===== src/rtl/pipe_ex_muldiv_pkg.sv =====
// Shared CPU package for the EX-stage multiply/divide unit.
// Holds the op encodings decoded by the ID control unit, the muldiv FSM
// state encoding, the divider iteration count and small helper functions.
package pipe_ex_muldiv_pkg;

  // Operation select carried from ID into EX (op[1]: divide, op[0]: signed).
  localparam logic [1:0] OP_MULTU = 2'b00;
  localparam logic [1:0] OP_MUL   = 2'b01;
  localparam logic [1:0] OP_DIVU  = 2'b10;
  localparam logic [1:0] OP_DIV   = 2'b11;

  // Muldiv FSM state encoding.
  localparam logic [1:0] ST_IDLE = 2'd0;
  localparam logic [1:0] ST_MUL  = 2'd1;
  localparam logic [1:0] ST_DIV  = 2'd2;
  localparam logic [1:0] ST_FIX  = 2'd3;

  // Restoring divider: one quotient bit per iteration.
  localparam int DIV_ITERS = 32;
  localparam int CNT_W     = 6;

  function automatic logic op_is_signed(input logic [1:0] o);
    return o[0];
  endfunction

  function automatic logic op_is_div(input logic [1:0] o);
    return o[1];
  endfunction

  // Two's-complement magnitude when the operand is treated as signed.
  function automatic logic [31:0] mag32(input logic [31:0] v, input logic is_signed);
    return (is_signed && v[31]) ? (~v + 32'd1) : v;
  endfunction

endpackage


===== src/rtl/muldiv_div32.sv =====
// Radix-2 restoring divider datapath for unsigned 32-bit magnitudes.
// Ports:
//   clk, rst   - clock, synchronous active-high reset
//   load       - capture dividend/divisor and clear the iteration count
//   step       - perform one restoring iteration (one quotient bit)
//   dividend   - unsigned dividend magnitude
//   divisor    - unsigned divisor magnitude (nonzero when stepped)
//   quotient   - quotient shift register (valid after DIV_ITERS steps)
//   remainder  - partial remainder (valid after DIV_ITERS steps)
//   last       - high while the step about to be taken is the final one
module muldiv_div32
  import pipe_ex_muldiv_pkg::*;
(
  input  logic        clk,
  input  logic        rst,
  input  logic        load,
  input  logic        step,
  input  logic [31:0] dividend,
  input  logic [31:0] divisor,
  output logic [31:0] quotient,
  output logic [31:0] remainder,
  output logic        last
);

  logic [31:0]      rem_q;
  logic [31:0]      quo_q;
  logic [31:0]      dvs_q;
  logic [CNT_W-1:0] cnt_q;

  logic [32:0] shifted;
  logic [32:0] trial;
  logic        fits;

  // The dividend is shifted out of the quotient register MSB-first into the
  // remainder while quotient bits are shifted in from the bottom. Because the
  // partial remainder stays below the divisor, the shifted value is below
  // twice the divisor, so bit 32 of the trial difference is a clean borrow.
  // NOTE: always_comb assigns every output on every path, so no latch is inferred.
  always_comb begin
    shifted = {rem_q, quo_q[31]};
    trial   = shifted - {1'b0, dvs_q};
    fits    = ~trial[32];
  end

  // NOTE: sequential state uses non-blocking assignments so every register samples pre-edge values.
  always_ff @(posedge clk) begin
    if (rst) begin
      rem_q <= '0;
      quo_q <= '0;
      dvs_q <= '0;
      cnt_q <= '0;
    end else if (load) begin
      rem_q <= '0;
      quo_q <= dividend;
      dvs_q <= divisor;
      cnt_q <= '0;
    end else if (step) begin
      rem_q <= fits ? trial[31:0] : shifted[31:0];
      quo_q <= {quo_q[30:0], fits};
      cnt_q <= cnt_q + 1'b1;
    end
  end

  assign quotient  = quo_q;
  assign remainder = rem_q;
  assign last      = (cnt_q == CNT_W'(DIV_ITERS - 1));

endmodule


===== src/rtl/pipe_ex_muldiv.sv =====
// EX-stage multiply/divide unit with architectural HI/LO registers.
// Ports:
//   clk, rst        - clock, synchronous active-high reset
//   start, op       - request from EX; op = MULTU/MUL/DIVU/DIV
//   a, b            - rs/rt operands after forwarding, sampled on acceptance
//   w_hi, w_lo      - MTHI/MTLO strobes (honoured only when idle)
//   wdata           - MTHI/MTLO data
//   flush           - abandon any in-flight operation
//   busy            - unit occupied (ID folds this into its stall)
//   done            - one-cycle pulse when a new HI/LO result lands
//   hi, lo          - HI/LO registers
module pipe_ex_muldiv
  import pipe_ex_muldiv_pkg::*;
(
  input  logic        clk,
  input  logic        rst,
  input  logic        start,
  input  logic [1:0]  op,
  input  logic [31:0] a,
  input  logic [31:0] b,
  input  logic        w_hi,
  input  logic        w_lo,
  input  logic [31:0] wdata,
  input  logic        flush,
  output logic        busy,
  output logic        done,
  output logic [31:0] hi,
  output logic [31:0] lo
);

  logic [1:0]  state;
  logic [31:0] a_q;
  logic [31:0] b_q;
  logic [1:0]  op_q;

  logic        accept;
  logic        div_load;
  logic        div_step;
  logic        div_last;
  logic [31:0] div_quo;
  logic [31:0] div_rem;

  logic [63:0] a_ext;
  logic [63:0] b_ext;
  logic [63:0] product;
  logic [31:0] fix_hi;
  logic [31:0] fix_lo;

  assign busy   = (state != ST_IDLE);
  assign accept = (state == ST_IDLE) && start && !flush;

  // The divider captures magnitudes straight from the ports on the accept
  // edge, in parallel with the operand latch, so it can iterate next cycle.
  assign div_load = accept && op_is_div(op);
  assign div_step = (state == ST_DIV) && !flush;

  muldiv_div32 u_div (
    .clk       (clk),
    .rst       (rst),
    .load      (div_load),
    .step      (div_step),
    .dividend  (mag32(a, op_is_signed(op))),
    .divisor   (mag32(b, op_is_signed(op))),
    .quotient  (div_quo),
    .remainder (div_rem),
    .last      (div_last)
  );

  // Single-cycle multiplier: extend both operands to 64 bits (sign or zero)
  // and keep the low 64 bits, which is the exact product in both cases.
  always_comb begin
    a_ext   = op_is_signed(op_q) ? {{32{a_q[31]}}, a_q} : {32'd0, a_q};
    b_ext   = op_is_signed(op_q) ? {{32{b_q[31]}}, b_q} : {32'd0, b_q};
    product = a_ext * b_ext;
  end

  // Sign fix-up and divide-by-zero result. Quotient is negative iff the
  // operand signs differ; remainder follows the dividend. The most-negative
  // by minus-one case needs no special path: its unsigned quotient
  // 0x80000000 is left un-negated because both signs are set.
  always_comb begin
    fix_hi = div_rem;
    fix_lo = div_quo;
    if (b_q == 32'd0) begin
      fix_hi = a_q;
      fix_lo = 32'hFFFF_FFFF;
    end else begin
      if (op_is_signed(op_q) && (a_q[31] ^ b_q[31])) fix_lo = ~div_quo + 32'd1;
      if (op_is_signed(op_q) && a_q[31])             fix_hi = ~div_rem + 32'd1;
    end
  end

  always_ff @(posedge clk) begin
    if (rst) begin
      state <= ST_IDLE;
      a_q   <= '0;
      b_q   <= '0;
      op_q  <= '0;
      hi    <= '0;
      lo    <= '0;
      done  <= 1'b0;
    end else if (flush) begin
      state <= ST_IDLE;
      done  <= 1'b0;
    end else begin
      done <= 1'b0;
      case (state)
        ST_IDLE: begin
          if (start) begin
            a_q  <= a;
            b_q  <= b;
            op_q <= op;
            if (!op_is_div(op))    state <= ST_MUL;
            else if (b == 32'd0)   state <= ST_FIX;
            else                   state <= ST_DIV;
          end else begin
            if (w_hi) hi <= wdata;
            if (w_lo) lo <= wdata;
          end
        end
        ST_MUL: begin
          hi    <= product[63:32];
          lo    <= product[31:0];
          done  <= 1'b1;
          state <= ST_IDLE;
        end
        ST_DIV: begin
          if (div_last) state <= ST_FIX;
        end
        default: begin
          hi    <= fix_hi;
          lo    <= fix_lo;
          done  <= 1'b1;
          state <= ST_IDLE;
        end
      endcase
    end
  end

endmodule


===== config.mk =====
export PLATFORM = sky130hd
export DESIGN_NAME = pipe_ex_muldiv
export DESIGN_NICKNAME = d
export VERILOG_FILES = /design/src/rtl/pipe_ex_muldiv_pkg.sv /design/src/rtl/muldiv_div32.sv /design/src/rtl/pipe_ex_muldiv.sv
export SDC_FILE = /design/constraint.sdc
export NUM_CORES = 2
export LEC_CHECK = 0
export CAP_MARGIN = 20
export CORE_ASPECT_RATIO = 0.7
export CORE_MARGIN = 3
export CORE_UTILIZATION = 60
export CTS_CLUSTER_DIAMETER = 80
export DETAILED_ROUTE_END_ITERATION = 16
export GPL_TIMING_DRIVEN = 0
export PLACE_DENSITY = 0.78
export SLEW_MARGIN = 30
export SYNTH_ARGS = -nofsm -noshare
export SYNTH_HDL_FRONTEND = slang
export SYNTH_SLANG_ARGS = --single-unit

===== constraint.sdc =====
create_clock -name clk -period 13.3 [get_ports clk]
set_input_delay 1.995 -clock clk [delete_from_list [all_inputs] [get_ports clk]]
set_output_delay 1.995 -clock clk [all_outputs]
set_load 0.01 [all_outputs]

==> flow_metrics.env <==
export IMPL_setup_viol=0
export IMPL_final_min_period_over_clock_period_pct=99.3
export IMPL_buffer_ports_inserted=167
export IMPL_endpoint_arrival_time_on_the_critical_path_ns=13.65
export IMPL_chipHeight_um=275
export IMPL_tritoncts_num_buffers=20
export IMPL_length_of_the_first_detailed_routing_pass_in_iterations=7
export IMPL_fillers=8657
export IMPL_hold_violations=0
export IMPL_detailedPlace_worstSlack_ns=0.730
export IMPL_largest_net_degree_at_the_start_of_global_routing=33
export IMPL_end_kind="register"
export IMPL_status="finished, final reports clean"
export IMPL_timing_clock_skew_ns=0.0431
export IMPL_cpMaxStageDelayCell="sky130_fd_sc_hd__fa_1"
export IMPL_nNetsFinal=9091
export IMPL_cts_htree_levels=1
export IMPL_detail_route_vias_per_cell=6.26
export IMPL_maxCapViolCount=0
export IMPL_detail_route_drc_violations=0
export IMPL_min_to="hi[0]"
export IMPL_worstHoldPathCells=2
export IMPL_worst_ir_drop_vdd_mv=0.0874
export IMPL_worst_slew_pin_slew_ns=1.17
export IMPL_area_delta_synth_final_pct=7.07
export IMPL_number_of_flops_mapped_to_enable_cells_by_yosys=0
export IMPL_final_layout_size_suffix_gt1_share_pct=2.39
export IMPL_synth_yosys_seq_area_share_pct=7.54
export IMPL_synth_fp_nets=8897
export IMPL_clockBufferDepth=3
export IMPL_cp_start_kind="register"
export IMPL_finalPower_uw=2790
export IMPL_number_of_global_route_vias_before_repair=53600
export IMPL_top_signal_layer_used="met5"
export IMPL_final_setup_worst_slack_ns=0.0885
export IMPL_r2r_start="op_q[0]"
export IMPL_sw_frac_of_total_pct=46.4
export IMPL_totalWireLength_um=267000
export IMPL_clock_network_power_share_pct=25.1
export IMPL_wl_met2_um=100000
export IMPL_cell_int_power_uw=1490
export IMPL_met3WireLength_um=49700
export IMPL_final_core_util_pct=65.0
export IMPL_maxSlewHeadroom_pct=21.7
export IMPL_syn_instance_count=7027
export IMPL_fp_dieW_um=391
export IMPL_grt_pass1_wl_um=381000
export IMPL_initial_utilization_pct=60.7
export IMPL_first_iter_violations=7539
export IMPL_track_usage_pct=50.5
export IMPL_io_pins=170
export IMPL_cp_max_fo=10
export IMPL_p_leak_uw=0.0326
export IMPL_tritoncts="done"
export IMPL_fp_dieArea_mm2=0.108
export IMPL_worst_setup_path_type="reg -> reg"
export IMPL_gr_total_overflow=0
export IMPL_synth_top_cells_by_area="sky130_fd_sc_hd__fa_1 (46%), sky130_fd_sc_hd__inv_1 (9.5%), sky130_fd_sc_hd__dfxtp_1 (7.5%)"
export IMPL_design_core_area_mm2=0.102
export IMPL_synth_seq_cells=234
export IMPL_synth_largest_type_area_fraction_pct=45.7
export IMPL_routability_congestion_estimate=1.14
export IMPL_antenna_left=0
export IMPL_yosys_cell_types_count=88
export IMPL_antenna_found_initial=36
export IMPL_dominantRegCellSynth="sky130_fd_sc_hd__dfxtp_1"
export IMPL_cts_sinks=234
export IMPL_ff2ff_path_depth=29
export IMPL_route_vias_total=54000
export IMPL_share_comb_of_total_power_pct=46.6
export IMPL_detailedPlacementHpwl_um=223000
export IMPL_number_of_placement_rows=98
export IMPL_setup_tns_ns=0
export IMPL_achievable_frequency_mhz=75.7
export IMPL_power_per_cell_area_mw_per_mm2=41.9
export IMPL_fin_crit_ns=13.21
export IMPL_post_cts_setup_buffer_count=0
export IMPL_post_cts_resize_count=0
export IMPL_worst_ep_required_time_ns=13.74
export IMPL_finalMaxSlewViolations=0
export IMPL_hold_path_class="reg -> reg"
export IMPL_worst_path_largest_cell_delay_ns=0.97
export IMPL_clkTransAtPathRegs_ns=0.08
export IMPL_p_seq_share_pct=28.3
export IMPL_async_reset_ff_share_pct=0
export IMPL_synth_yosys_warnings=0
export IMPL_cell_type_with_the_highest_aggregate_area_in_the_netlist="sky130_fd_sc_hd__fa_1"
export IMPL_cts_hold_buffers=0
export IMPL_timing_rr_end="hi[23]"
export IMPL_wl_per_cell_um=31.0
export IMPL_clk_root_buffer_cell="sky130_fd_sc_hd__clkbuf_16"
export IMPL_hp_start="hi[0]"
export IMPL_clkLatencyLatePin_ns=0.59
export IMPL_synth_cell_area_mm2=0.0621
export IMPL_ff2ff_setup_slack_ns=0.09
export IMPL_grt_setup_unrepaired="no"
export IMPL_cp_common_cell="sky130_fd_sc_hd__fa_1"
export IMPL_wl_met1_um=101000
export IMPL_synth_area_per_cell_um2=8.84
export IMPL_p_sw_uw=1290
export IMPL_setup_worst_path_start="op_q[0]"
[cells in the final DEF, fill, tap and decap left out, types with 22 or more instances in the layout]
master                            count
sky130_fd_sc_hd__a211oi_1            88
sky130_fd_sc_hd__a21o_1              48
sky130_fd_sc_hd__a21oi_1            305
sky130_fd_sc_hd__a22oi_1             24
sky130_fd_sc_hd__a31oi_1             22
sky130_fd_sc_hd__and2_1             578
sky130_fd_sc_hd__and3_1              35
sky130_fd_sc_hd__clkbuf_1           304
sky130_fd_sc_hd__clkbuf_2            62
sky130_fd_sc_hd__clkdlybuf4s50_1    167
sky130_fd_sc_hd__dfxtp_1            229
sky130_fd_sc_hd__diode_2             47
sky130_fd_sc_hd__fa_1              1420
sky130_fd_sc_hd__ha_1               346
sky130_fd_sc_hd__inv_1             1580
sky130_fd_sc_hd__mux2i_1             25
sky130_fd_sc_hd__nand2_1            806
sky130_fd_sc_hd__nand3_1             32
sky130_fd_sc_hd__nand4_1             27
sky130_fd_sc_hd__nor2_1             265
sky130_fd_sc_hd__nor2b_1             22
sky130_fd_sc_hd__nor3_1              62
sky130_fd_sc_hd__nor4_1              24
sky130_fd_sc_hd__o21ai_0            122
sky130_fd_sc_hd__o31ai_1             25
sky130_fd_sc_hd__or3_1               25
sky130_fd_sc_hd__xnor2_1            157
sky130_fd_sc_hd__xor2_1              93
[metal layers]
layer | global-route usage, % | up-vias
met3 | 27.8 | 915
met1 | 69.1 | 26800
li1 | - | 21600
met2 | 64.4 | 4697
met5 | 0 | -
met4 | 23.6 | 22
[cell families after synthesis]
group,share of synthesized area (%)
and+or+nand+nor,15.1
DFF,7.54
xor gates and xnor gates,3.57
muxes,0.421
AOI/OAI and AO/OA,8.61
buffers and inverters,12.0
adders and majority gates,52.8
[worst max-delay path by stage]
stage | end | slack, ns
2_1_floorplan | hi[23] | 3.86
3_3_place_gp | hi[23] | 0.74
3_5_place_dp | hi[23] | 0.73
4_1_cts | hi[23] | 0.64
5_1_grt | hi[23] | 0.17
6_report | hi[23] | 0.09
[per-stage QoR]
stage          cell area, um2  cells  hold slack [ns]
2_1_floorplan           62100   7027            0.432
3_3_place_gp            65500   8544            0.446
3_5_place_dp            65600   8548            0.452
4_1_cts                 66300   8584            0.464
5_1_grt                 66400   8590            0.478
6_report                66500   8632            0.466
[cells in the mapped netlist, types with 27 or more instances]
cell type / instances
sky130_fd_sc_hd__inv_1: 1581
sky130_fd_sc_hd__nand3_1: 32
sky130_fd_sc_hd__nor2_1: 266
sky130_fd_sc_hd__fa_1: 1420
sky130_fd_sc_hd__and2_1: 578
sky130_fd_sc_hd__a21oi_1: 305
sky130_fd_sc_hd__and3_1: 35
sky130_fd_sc_hd__nand2_1: 807
sky130_fd_sc_hd__clkbuf_1: 362
sky130_fd_sc_hd__a21o_1: 48
sky130_fd_sc_hd__a211oi_1: 88
sky130_fd_sc_hd__xor2_1: 94
sky130_fd_sc_hd__ha_1: 346
sky130_fd_sc_hd__nand4_1: 27
sky130_fd_sc_hd__o21ai_0: 123
sky130_fd_sc_hd__xnor2_1: 159
sky130_fd_sc_hd__nor3_1: 63
sky130_fd_sc_hd__dfxtp_1: 234
[state kept, by name, summed over array words and instances (netlist names)]
register and count:
a_q 32, b_q 32, done 1, hi 32, lo 32, op_q 1, state 2, u_div.cnt_q 6
u_div.dvs_q 32, u_div.quotient 32, u_div.remainder 32
[worst max-delay path: cells and delay by family (launching register included)]
kind            cells  cell delay [ns]
fa+ha+maj          11             6.20
simple gates        5             1.42
xor+xnor            1             0.22
compound gates      3             1.59
buf+inv             9             2.78
flops               1             0.81
[layout make-up]
type / instances / area (um2) / share of cell area [%]
antenna: 47 / 118 / 0.177
buffer: 398 / 1610 / 2.42
clock buffer: 25 / 559 / 0.841
clock inverter: 11 / 156 / 0.235
inverter: 1581 / 5930 / 8.92
multi-input combinational: 4814 / 50000 / 75.2
sequential: 234 / 4690 / 7.05
tap: 1350 / 1690 / 2.54
timing repair buffer: 172 / 1730 / 2.60
[power groups by stage]
stage,Clock (uW),Combinational [uW],Sequential [uW]
after global placement,0,1200,798
final,700,1300,789
after detailed placement,0,1210,799
after global routing,716,1350,787
after CTS,683,1220,782
after floorplan,0,694,772
(Power assumes the default switching activity.)
